$ cat config.mk
export PLATFORM = sky130hd
export DESIGN_NAME = morse_tx_encoder_flat
export DESIGN_NICKNAME = d
export VERILOG_FILES = /design/src/rtl/morse_tx_encoder_if.sv /design/src/rtl/morse_tx_encoder.sv /design/src/flat_wrapper.sv
export SDC_FILE = /design/constraint.sdc
export NUM_CORES = 1
export LEC_CHECK = 0
export ABC_AREA = 1
export CORE_MARGIN = 2
export CORE_UTILIZATION = 32
export CTS_BUF_LIST = sky130_fd_sc_hd__clkbuf_2 sky130_fd_sc_hd__clkbuf_4 sky130_fd_sc_hd__clkbuf_8
export DETAILED_ROUTE_END_ITERATION = 8
export PLACE_DENSITY = 0.54
export SLEW_MARGIN = 20
export SYNTH_ARGS = -nofsm -noshare
export SYNTH_HDL_FRONTEND = slang
export SYNTH_SLANG_ARGS = --single-unit
$ cat constraint.sdc
create_clock -name clk -period 2.4 [get_ports clk]
set_clock_uncertainty 0.2 [all_clocks]
set_input_delay 0.48 -clock clk [delete_from_list [all_inputs] [get_ports clk]]
set_output_delay 0.48 -clock clk [all_outputs]
set_load 0.005 [all_outputs]
$ cat src/rtl/morse_tx_encoder_if.sv
// Character-descriptor port of the Morse transmitter: one descriptor (pattern/len or word space)
// moves from the character source (master) to the encoder (slave).
interface morse_tx_encoder_if #(
    parameter int MAX_LEN = 5,
    parameter int LEN_W   = $clog2(MAX_LEN + 1)
);
    // Valid/ready: a descriptor transfers on a rising edge where in_valid & in_ready are both 1.
    // The source may drive anything while in_ready is 0; the encoder ignores it until it is idle again.
    logic               in_valid;
    logic               in_ready;
    logic               in_space;
    logic [LEN_W-1:0]   in_len;
    logic [MAX_LEN-1:0] in_pattern;

    modport master (
        output in_valid,
        output in_space,
        output in_len,
        output in_pattern,
        input  in_ready
    );

    modport slave (
        input  in_valid,
        input  in_space,
        input  in_len,
        input  in_pattern,
        output in_ready
    );
endinterface

$ cat src/rtl/morse_tx_encoder.sv
// Morse transmitter: turns one character descriptor into an on/off keying waveform with unit timing
// (dot 1, dash 3, element gap 1, char gap 3, word space 7 units) and pulses done on return to idle.
module morse_tx_encoder #(
    parameter int MAX_LEN    = 5,
    parameter int UNIT_TICKS = 6_000_000
) (
    input  logic                 clk,
    input  logic                 reset,
    morse_tx_encoder_if.slave    in_if,
    output logic                 key,
    output logic                 busy,
    output logic                 done,
    output logic [1:0]           dbg_state
);
    localparam int LEN_W  = $clog2(MAX_LEN + 1);
    localparam int TICK_W = $clog2(UNIT_TICKS) + 1;
    localparam logic [TICK_W-1:0] TICK_RELOAD = TICK_W'(UNIT_TICKS - 1);
    localparam logic [LEN_W-1:0]  LEN_MAX     = LEN_W'(MAX_LEN);

    typedef enum logic [1:0] {
        IDLE  = 2'd0,
        MARK  = 2'd1,
        ELGAP = 2'd2,
        CHGAP = 2'd3
    } state_t;

    state_t             state_q;
    logic               key_q;
    logic               done_q;
    logic [TICK_W-1:0]  tick_q;
    logic [2:0]         units_q;
    logic [LEN_W-1:0]   elems_q;
    logic [MAX_LEN-1:0] pat_q;

    logic [LEN_W-1:0]   len_c;
    logic [MAX_LEN-1:0] pat_aligned;

    // Left-align the pattern so the first element sits in the MSB; later elements shift up into it.
    always_comb begin
        len_c       = (in_if.in_len > LEN_MAX) ? LEN_MAX : in_if.in_len;
        pat_aligned = in_if.in_pattern << (LEN_MAX - len_c);
    end

    always_ff @(posedge clk or posedge reset) begin
        if (reset) begin
            state_q <= IDLE;
            key_q   <= 1'b0;
            done_q  <= 1'b0;
            tick_q  <= '0;
            units_q <= '0;
            elems_q <= '0;
            pat_q   <= '0;
        end else begin
            done_q <= 1'b0;
            if (state_q == IDLE) begin
                if (in_if.in_valid) begin
                    tick_q <= TICK_RELOAD;
                    if (in_if.in_space) begin
                        state_q <= CHGAP;
                        units_q <= 3'd7;
                    end else if (len_c == '0) begin
                        state_q <= CHGAP;
                        units_q <= 3'd3;
                    end else begin
                        state_q <= MARK;
                        key_q   <= 1'b1;
                        units_q <= pat_aligned[MAX_LEN-1] ? 3'd3 : 3'd1;
                        pat_q   <= pat_aligned << 1;
                        elems_q <= len_c - LEN_W'(1);
                    end
                end
            end else if (tick_q != '0) begin
                tick_q <= tick_q - TICK_W'(1);
            end else begin
                // Unit boundary: prescaler reloads; the phase ends when its last unit expires.
                tick_q <= TICK_RELOAD;
                if (units_q != 3'd1) begin
                    units_q <= units_q - 3'd1;
                end else begin
                    case (state_q)
                        MARK: begin
                            key_q <= 1'b0;
                            if (elems_q != '0) begin
                                state_q <= ELGAP;
                                units_q <= 3'd1;
                            end else begin
                                state_q <= CHGAP;
                                units_q <= 3'd3;
                            end
                        end
                        ELGAP: begin
                            state_q <= MARK;
                            key_q   <= 1'b1;
                            units_q <= pat_q[MAX_LEN-1] ? 3'd3 : 3'd1;
                            pat_q   <= pat_q << 1;
                            elems_q <= elems_q - LEN_W'(1);
                        end
                        CHGAP: begin
                            state_q <= IDLE;
                            done_q  <= 1'b1;
                        end
                        default: begin
                            state_q <= IDLE;
                            key_q   <= 1'b0;
                        end
                    endcase
                end
            end
        end
    end

    assign in_if.in_ready = (state_q == IDLE);
    assign busy           = (state_q != IDLE);
    assign key            = key_q;
    assign done           = done_q;
    assign dbg_state      = state_q;
endmodule

$ cat src/flat_wrapper.sv
// flat-port wrapper written by rule: the top's interface ports become plain ports
module morse_tx_encoder_flat 
#(
    parameter int MAX_LEN    = 5,
    parameter int UNIT_TICKS = 6_000_000
)
  (clk, reset, key, busy, done, dbg_state, in_if_in_valid, in_if_in_space, in_if_in_len, in_if_in_pattern, in_if_in_ready);
  morse_tx_encoder_if #(.MAX_LEN(MAX_LEN)) in_if_i ();
  input  logic clk;
  input  logic reset;
  output logic key;
  output logic busy;
  output logic done;
  output logic [1:0] dbg_state;
  input wire logic [$bits(in_if_i.in_valid)-1:0] in_if_in_valid;
  input wire logic [$bits(in_if_i.in_space)-1:0] in_if_in_space;
  input wire logic [$bits(in_if_i.in_len)-1:0] in_if_in_len;
  input wire logic [$bits(in_if_i.in_pattern)-1:0] in_if_in_pattern;
  output wire logic [$bits(in_if_i.in_ready)-1:0] in_if_in_ready;
  assign in_if_i.in_valid = in_if_in_valid;
  assign in_if_i.in_space = in_if_in_space;
  assign in_if_i.in_len = in_if_in_len;
  assign in_if_i.in_pattern = in_if_in_pattern;
  assign in_if_in_ready = in_if_i.in_ready;
  morse_tx_encoder #(.MAX_LEN(MAX_LEN), .UNIT_TICKS(UNIT_TICKS)) u_core (.clk(clk), .reset(reset), .in_if(in_if_i), .key(key), .busy(busy), .done(done), .dbg_state(dbg_state));
endmodule
==> results of run 1 <==
## worst max-delay path: cells and delay by family (launching register included)
kind | cells | cell delay (ps)
flops | 1 | 430
buf+inv | 3 | 650
fa+ha+maj | 1 | 260
## Yosys cell counts, types with 2 or more instances
library cell / n
a21oi_1: 6
buf_12: 3
buf_4: 2
dfrtp_1: 38
ha_1: 9
inv_1: 39
nand2_1: 101
nand2_2: 5
nand3_1: 18
nand3_2: 5
nand3b_1: 2
nand4_1: 3
nor2_1: 36
nor2_2: 11
nor2_4: 3
nor3_1: 8
o21ai_0: 16
o22ai_1: 5
or2_1: 2
or2_2: 3
xnor2_1: 3
xor2_1: 9
## layer usage
metal	wire, um	vias up	global-route usage
met3	173	5	0.0343
met1	2850	1014	0.190
li1	-	1139	-
met2	2530	36	0.236
met4	45	0	0.0314
met5	0	-	0
## where the power goes
| group | internal (mW) | leakage [nW] | switching [mW] |
|---|---|---|---|
| registers | 0.750 | 0.433 | 0.0908 |
| logic | 0.456 | 0.837 | 0.770 |
| clock network | 0.290 | 0.0575 | 0.235 |
| total | 1.50 | 1.33 | 1.10 |
## stage by stage
| stage | cell area, um^2 | cells |
|---|---|---|
| floorplan | 2610 | 347 |
| global placement | 2860 | 463 |
| detailed placement | 2860 | 463 |
| CTS | 2980 | 472 |
| global route | 2980 | 472 |
| finish | 2980 | 472 |
## cell families after synthesis
group | Yosys count | synth area share
compound gates | 33 | 0.0704
xor+xnor | 12 | 0.0402
fa+ha+maj | 9 | 0.0431
buf+inv | 49 | 0.0933
flops | 38 | 0.364
simple gates | 206 | 0.389
## state kept, by name, indices dropped and copies added, names as in the netlist
register          flops
u_core.done           1
u_core.key            1
u_core.pat_q          4
u_core.elems_q        3
u_core.units_q        3
u_core.dbg_state      2
u_core.tick_q        24
## worst paths after layout
kind	slack, ps	from	endpoint
setup / recovery	100	u_core.dbg_state[0]	busy
hold / removal	280	u_core.units_q[1]	u_core.units_q[1]
setup reg to reg	220	u_core.dbg_state[0]	u_core.tick_q[10]
hold reg to reg	280	u_core.units_q[1]	u_core.units_q[1]
max in group asynchronous	1240	reset	u_core.tick_q[10]
min in group asynchronous	390	reset	u_core.tick_q[2]
## timing repair
item	CTS	global route
resized for setup	0	2
hold buffers	0	0
setup endpoints to repair	1	7
setup buffers	1	0
pin swaps	0	0
## cell type report
type                       count  area (um^2)  share of cell area
timing repair buffer          22          208              0.0697
clock buffer                   8          110              0.0370
sequential                    38          951               0.319
tap                          102          128              0.0429
inverter                      42          163              0.0546
multi-input combinational    260         1420               0.476
==> flow_metrics.py, run 1 <==
metrics = {
    "run_status": {
        "status": "finished, final reports clean",
    },
    "placed_design": {
        "gp_congestion": 0.854,
        "dp_slack_ps": 147,
        "dp_hpwl_um": 4240,
        "io_buffer_count": 17,
    },
    "layout": {
        "mostFrequentLayoutCell": "nand2_1",
        "num-nets-final": 390,
        "fillers": 837,
        "fin_util": 0.381,
        "antennaDiodeCount": 0,
        "final_cell_mix": "101 x nand2_1, 39 x inv_1, 38 x dfrtp_1",
        "drive_gt1_frac": 0.135,
        "syn2layout_area_growth_pct": 13.9,
    },
    "setup_path": {
        "critPathCaptureType": "primary output",
        "cp.required_ps": 1720,
        "critical_path_class": "flop to primary output",
        "reg2reg_depth": 9,
        "crit_fanout": 5,
        "cp.arrival_ps": 1620,
        "max_stage_delay_ps": 490,
        "cp_slowest_cell": "clkdlybuf4s50_1",
        "start_kind": "flop",
        "cp_cell_sequence": "inv_1 -> ha_1 -> inv_4 -> clkdlybuf4s50_1",
    },
    "logic_synthesis": {
        "yosysWarnings": 0,
        "seq_area_frac_synth": 0.364,
        "synth_top_flop_cell": "dfrtp_1",
        "synth_area_per_cell_um2": 7.53,
        "synthCells": 347,
        "netlist_area_mm2": 0.00261,
        "synth_top_area_frac": 0.364,
        "synth_seq_cells": 38,
        "syn_nets": 368,
        "synth_cell_types": 42,
        "synthArstFlopShare": 1.00,
        "synth_area_leaders": "dfrtp_1 36%, nand2_1 15%, inv_1 5.6%",
        "yosys.area.top_type": "dfrtp_1",
        "synth-edff-count": 0,
    },
    "pwr": {
        "ir_drop_mv": 0.873,
        "cellLeakagePower_nw": 1.33,
        "power_mw": 2.59,
        "power_density_mw_per_mm2": 870,
    },
    "min_path": {
        "hold_depth": 2,
        "hp-class": "flop to flop",
    },
    "timing": {
        "timing.fmax_mhz": 434,
        "holdWs_ps": 284,
        "fin_ws_ps": 95.5,
        "rsz0062_at_grt": "false",
        "period_needed_ps": 2300,
        "relSlewSlack": 0.663,
        "finalHoldViolCount": 0,
        "worst_pin_slew_ps": 506,
        "fin_crit_sh": 0.960,
        "fin_tns_setup_ps": 0,
        "setup_viol": 0,
        "slew_viol_final": 0,
    },
    "global_route": {
        "antenna_found_initial": 0,
        "grt_pass1_wl_um": 10100,
        "grt_start_max_net_pins": 39,
        "grt_usage": 0.143,
        "grt_pass1_vias": 2198,
        "grt_overflow_total": 0,
    },
    "die": {
        "start_util": 0.335,
        "ios": 18,
        "die_h_um": 94.4,
        "die_x_um": 94.4,
        "row_count": 32,
        "core_area_mm2": 0.00781,
        "die_area_mm2": 0.00891,
    },
    "clocking": {
        "cts_buffers": 5,
        "cts-root-buf": "clkbuf_8",
        "clk_latency_ps": 300,
        "htreeDepth": 2,
        "clock_sinks": 38,
        "cts.path.max_buffers": 2,
        "cts_tree": "built",
        "clkTransAtPathRegs_ps": 80,
    },
    "detailed_routing": {
        "post_drt_via_cell_ratio": 4.65,
        "wl_um": 5590,
        "drc": 0,
        "routedWlPerCell_um": 11.8,
        "num_vias": 2194,
        "ant_nets": 0,
        "drtIter0Drc": 91,
        "dr.pass1.iters": 4,
    },
    "flow_run": {
        "maxCapViolations": 0,
    },
}
Power figures use the tool's default switching activity.
==> inputs of run 2 (changes only) <==
--- a/config.mk
+++ b/config.mk
@@ -10,6 +10,7 @@
 export CORE_UTILIZATION = 32
 export CTS_BUF_LIST = sky130_fd_sc_hd__clkbuf_2 sky130_fd_sc_hd__clkbuf_4 sky130_fd_sc_hd__clkbuf_8
 export DETAILED_ROUTE_END_ITERATION = 8
+export GPL_TIMING_DRIVEN = 0
 export PLACE_DENSITY = 0.54
 export SLEW_MARGIN = 20
 export SYNTH_ARGS = -nofsm -noshare
==> constraint.sdc (replaced) <==
create_clock -name clk -period 2.3 [get_ports clk]
set_clock_uncertainty 0.2 [all_clocks]
set_input_delay 0.46 -clock clk [delete_from_list [all_inputs] [get_ports clk]]
set_output_delay 0.46 -clock clk [all_outputs]
set_load 0.005 [all_outputs]
==> flow_metrics.py, run 2 (same netlist as run 1, synthesis figures left out) <==
metrics = {
    "pwr": {
        "power_density_mw_per_mm2": 935,
        "power_mw": 2.88,
        "cellLeakagePower_nw": 1.39,
        "ir_drop_mv": 0.548,
    },
    "setup_path": {
        "reg2reg_depth": 9,
        "crit_top_cell": "nand2_1",
        "critPathTopFamily": "buffers and inverters",
        "critPathCaptureType": "flop",
        "cp.arrival_ps": 2120,
        "critical_path_class": "flop to flop",
        "max_stage_delay_ps": 390,
        "crit_buf_inv": 3,
        "cp.required_ps": 2280,
        "r2r-end": "u_core.elems_q[2]",
        "start_kind": "flop",
        "r2r-start": "u_core.dbg_state[0]",
        "timing.reg2reg.setup_slack_ps": 160,
        "crit_fanout": 10,
        "cp_cell_sequence": "inv_1 -> ha_2 -> buf_6 -> buf_1 -> o21ai_0 -> ha_1 -> xor2_1 -> nand2_1 -> nand2_1",
        "cp_slowest_cell": "dfrtp_1",
    },
    "die": {
        "core_area_mm2": 0.00781,
        "die_h_um": 94.4,
        "die_area_mm2": 0.00891,
        "row_count": 32,
        "die_x_um": 94.4,
        "ios": 18,
        "start_util": 0.335,
    },
    "layout": {
        "largest_register_ffs": 24,
        "num-nets-final": 398,
        "mostFrequentLayoutCell": "nand2_1",
        "top_register": "u_core.tick_q",
        "fillers": 836,
        "layout.area.seq_um2": 951,
        "syn2layout_area_growth_pct": 18.0,
        "drive_gt1_frac": 0.159,
        "fin_area_mm2": 0.00308,
        "fin_util": 0.395,
        "antennaDiodeCount": 0,
        "final_cell_mix": "101 x nand2_1, 38 x inv_1, 38 x dfrtp_1",
        "multi_input_area_mm2": 0.00142,
        "reg_top3": "u_core.tick_q: 24 flops, u_core.pat_q: 4 flops",
    },
    "clocking": {
        "cts.path.max_buffers": 2,
        "clock_sinks": 38,
        "clk_latency_ps": 290,
        "clkTransAtPathRegs_ps": 80,
        "htreeDepth": 2,
        "cts_tree": "built",
        "cts_buffers": 5,
        "holdBufCountCts": 0,
        "cts-root-buf": "clkbuf_8",
    },
    "detailed_routing": {
        "wl_um": 5780,
        "post_drt_via_cell_ratio": 4.63,
        "dr.pass1.iters": 4,
        "ant_nets": 0,
        "num_vias": 2220,
        "drtIter0Drc": 67,
        "routedWlPerCell_um": 12.1,
        "drc": 0,
    },
    "global_route": {
        "grt_overflow_total": 0,
        "antenna_found_initial": 0,
        "grt_pass1_wl_um": 10000,
        "grt_pass1_vias": 2187,
        "grt_start_max_net_pins": 23,
        "grt_usage": 0.143,
    },
    "timing": {
        "rsz0062_at_grt": "false",
        "timing.fmax_mhz": 467,
        "slew_viol_final": 0,
        "fin_crit_sh": 0.931,
        "finalHoldViolCount": 0,
        "period_needed_ps": 2140,
        "relSlewSlack": 0.725,
        "setup_viol": 0,
        "worst_pin_slew_ps": 411,
    },
    "placed_design": {
        "gp_congestion": 0.862,
        "dp_hpwl_um": 4400,
        "place_area_mm2": 0.00293,
        "io_buffer_count": 16,
    },
    "run_status": {
        "status": "finished, final reports clean",
    },
    "min_path": {
        "hp-class": "primary input to asynchronous set/reset pin",
    },
    "flow_run": {
        "maxCapViolations": 0,
    },
}
run 2: changes by cell type in the layout (fill, tap and decap cells not counted), moves of 2 or more:
cell             previous run  this run
clkbuf_8                    8         6
inv_4                       2         0
buf_12                      0         3
buf_4                       5         7
clkdlybuf4s50_1            17        15
inv_2                       0         2
run 2: cell type report:
class                           instances  area share
Multi-Input combinational cell        260       0.461
Sequential cell                        38       0.308
Timing Repair Buffer                   23      0.0763
Inverter                               42      0.0536
Tap cell                              102      0.0414
Clock buffer                            7      0.0292
Buffer                                  7      0.0284
Clock inverter                          1     0.00162
run 2: timing repair:
action | in CTS | in global routing
pin swaps | 0 | 1
buffers inserted | 3 | 3
resized for setup | 2 | 4
setup endpoints to repair | 1 | 11
cloned | 0 | 0
run 2: metrics by stage:
step	cells	setup slack (ps)	setup TNS, ps	hold WS, ps
after CTS	477	4.25	0	285
after global routing	480	0.432	0	303
after detailed placement	466	79.6	0	273
after global placement	465	-227	-8580	267
final	480	159	0	269
after floorplan	347	295	0	249
run 2: per-layer routing:
metal,share of wire,global-route usage,up-vias
met4,0.0081,0.0326,0
li1,-,-,1159
met2,0.47,0.240,29
met1,0.49,0.191,1026
met5,0,0,-
met3,0.025,0.0287,6
run 2: worst register-to-register path: cells and delay by family, from the launching register on:
kind | cells | cell delay, ps
AOI/OAI and AO/OA | 1 | 200
adders and majority gates | 2 | 410
and+or+nand+nor | 2 | 120
DFF | 1 | 390
xor gates and xnor gates | 1 | 150
buffers and inverters | 3 | 560
run 2: report_power, final:
part / leakage (nW) / switching (mW) / internal [mW]
Clock: 0.0517 / 0.245 / 0.254
Sequential: 0.433 / 0.0804 / 0.782
Combinational: 0.903 / 0.885 / 0.636
run 2: worst max path at each step:
stage | startpoint | end | slack, ps | depth (start not counted)
2_1_floorplan | u_core.dbg_state[0] | u_core.elems_q[2] | 300 | 9
3_3_place_gp | reset | u_core.tick_q[17] | -230 | 2
3_5_place_dp | in_if_in_len[1] | u_core.elems_q[2] | 80 | 10
4_1_cts | u_core.dbg_state[0] | busy | 4 | 5
5_1_grt | u_core.dbg_state[1] | u_core.elems_q[2] | 0.4 | 9
6_report | u_core.dbg_state[0] | u_core.elems_q[2] | 160 | 9
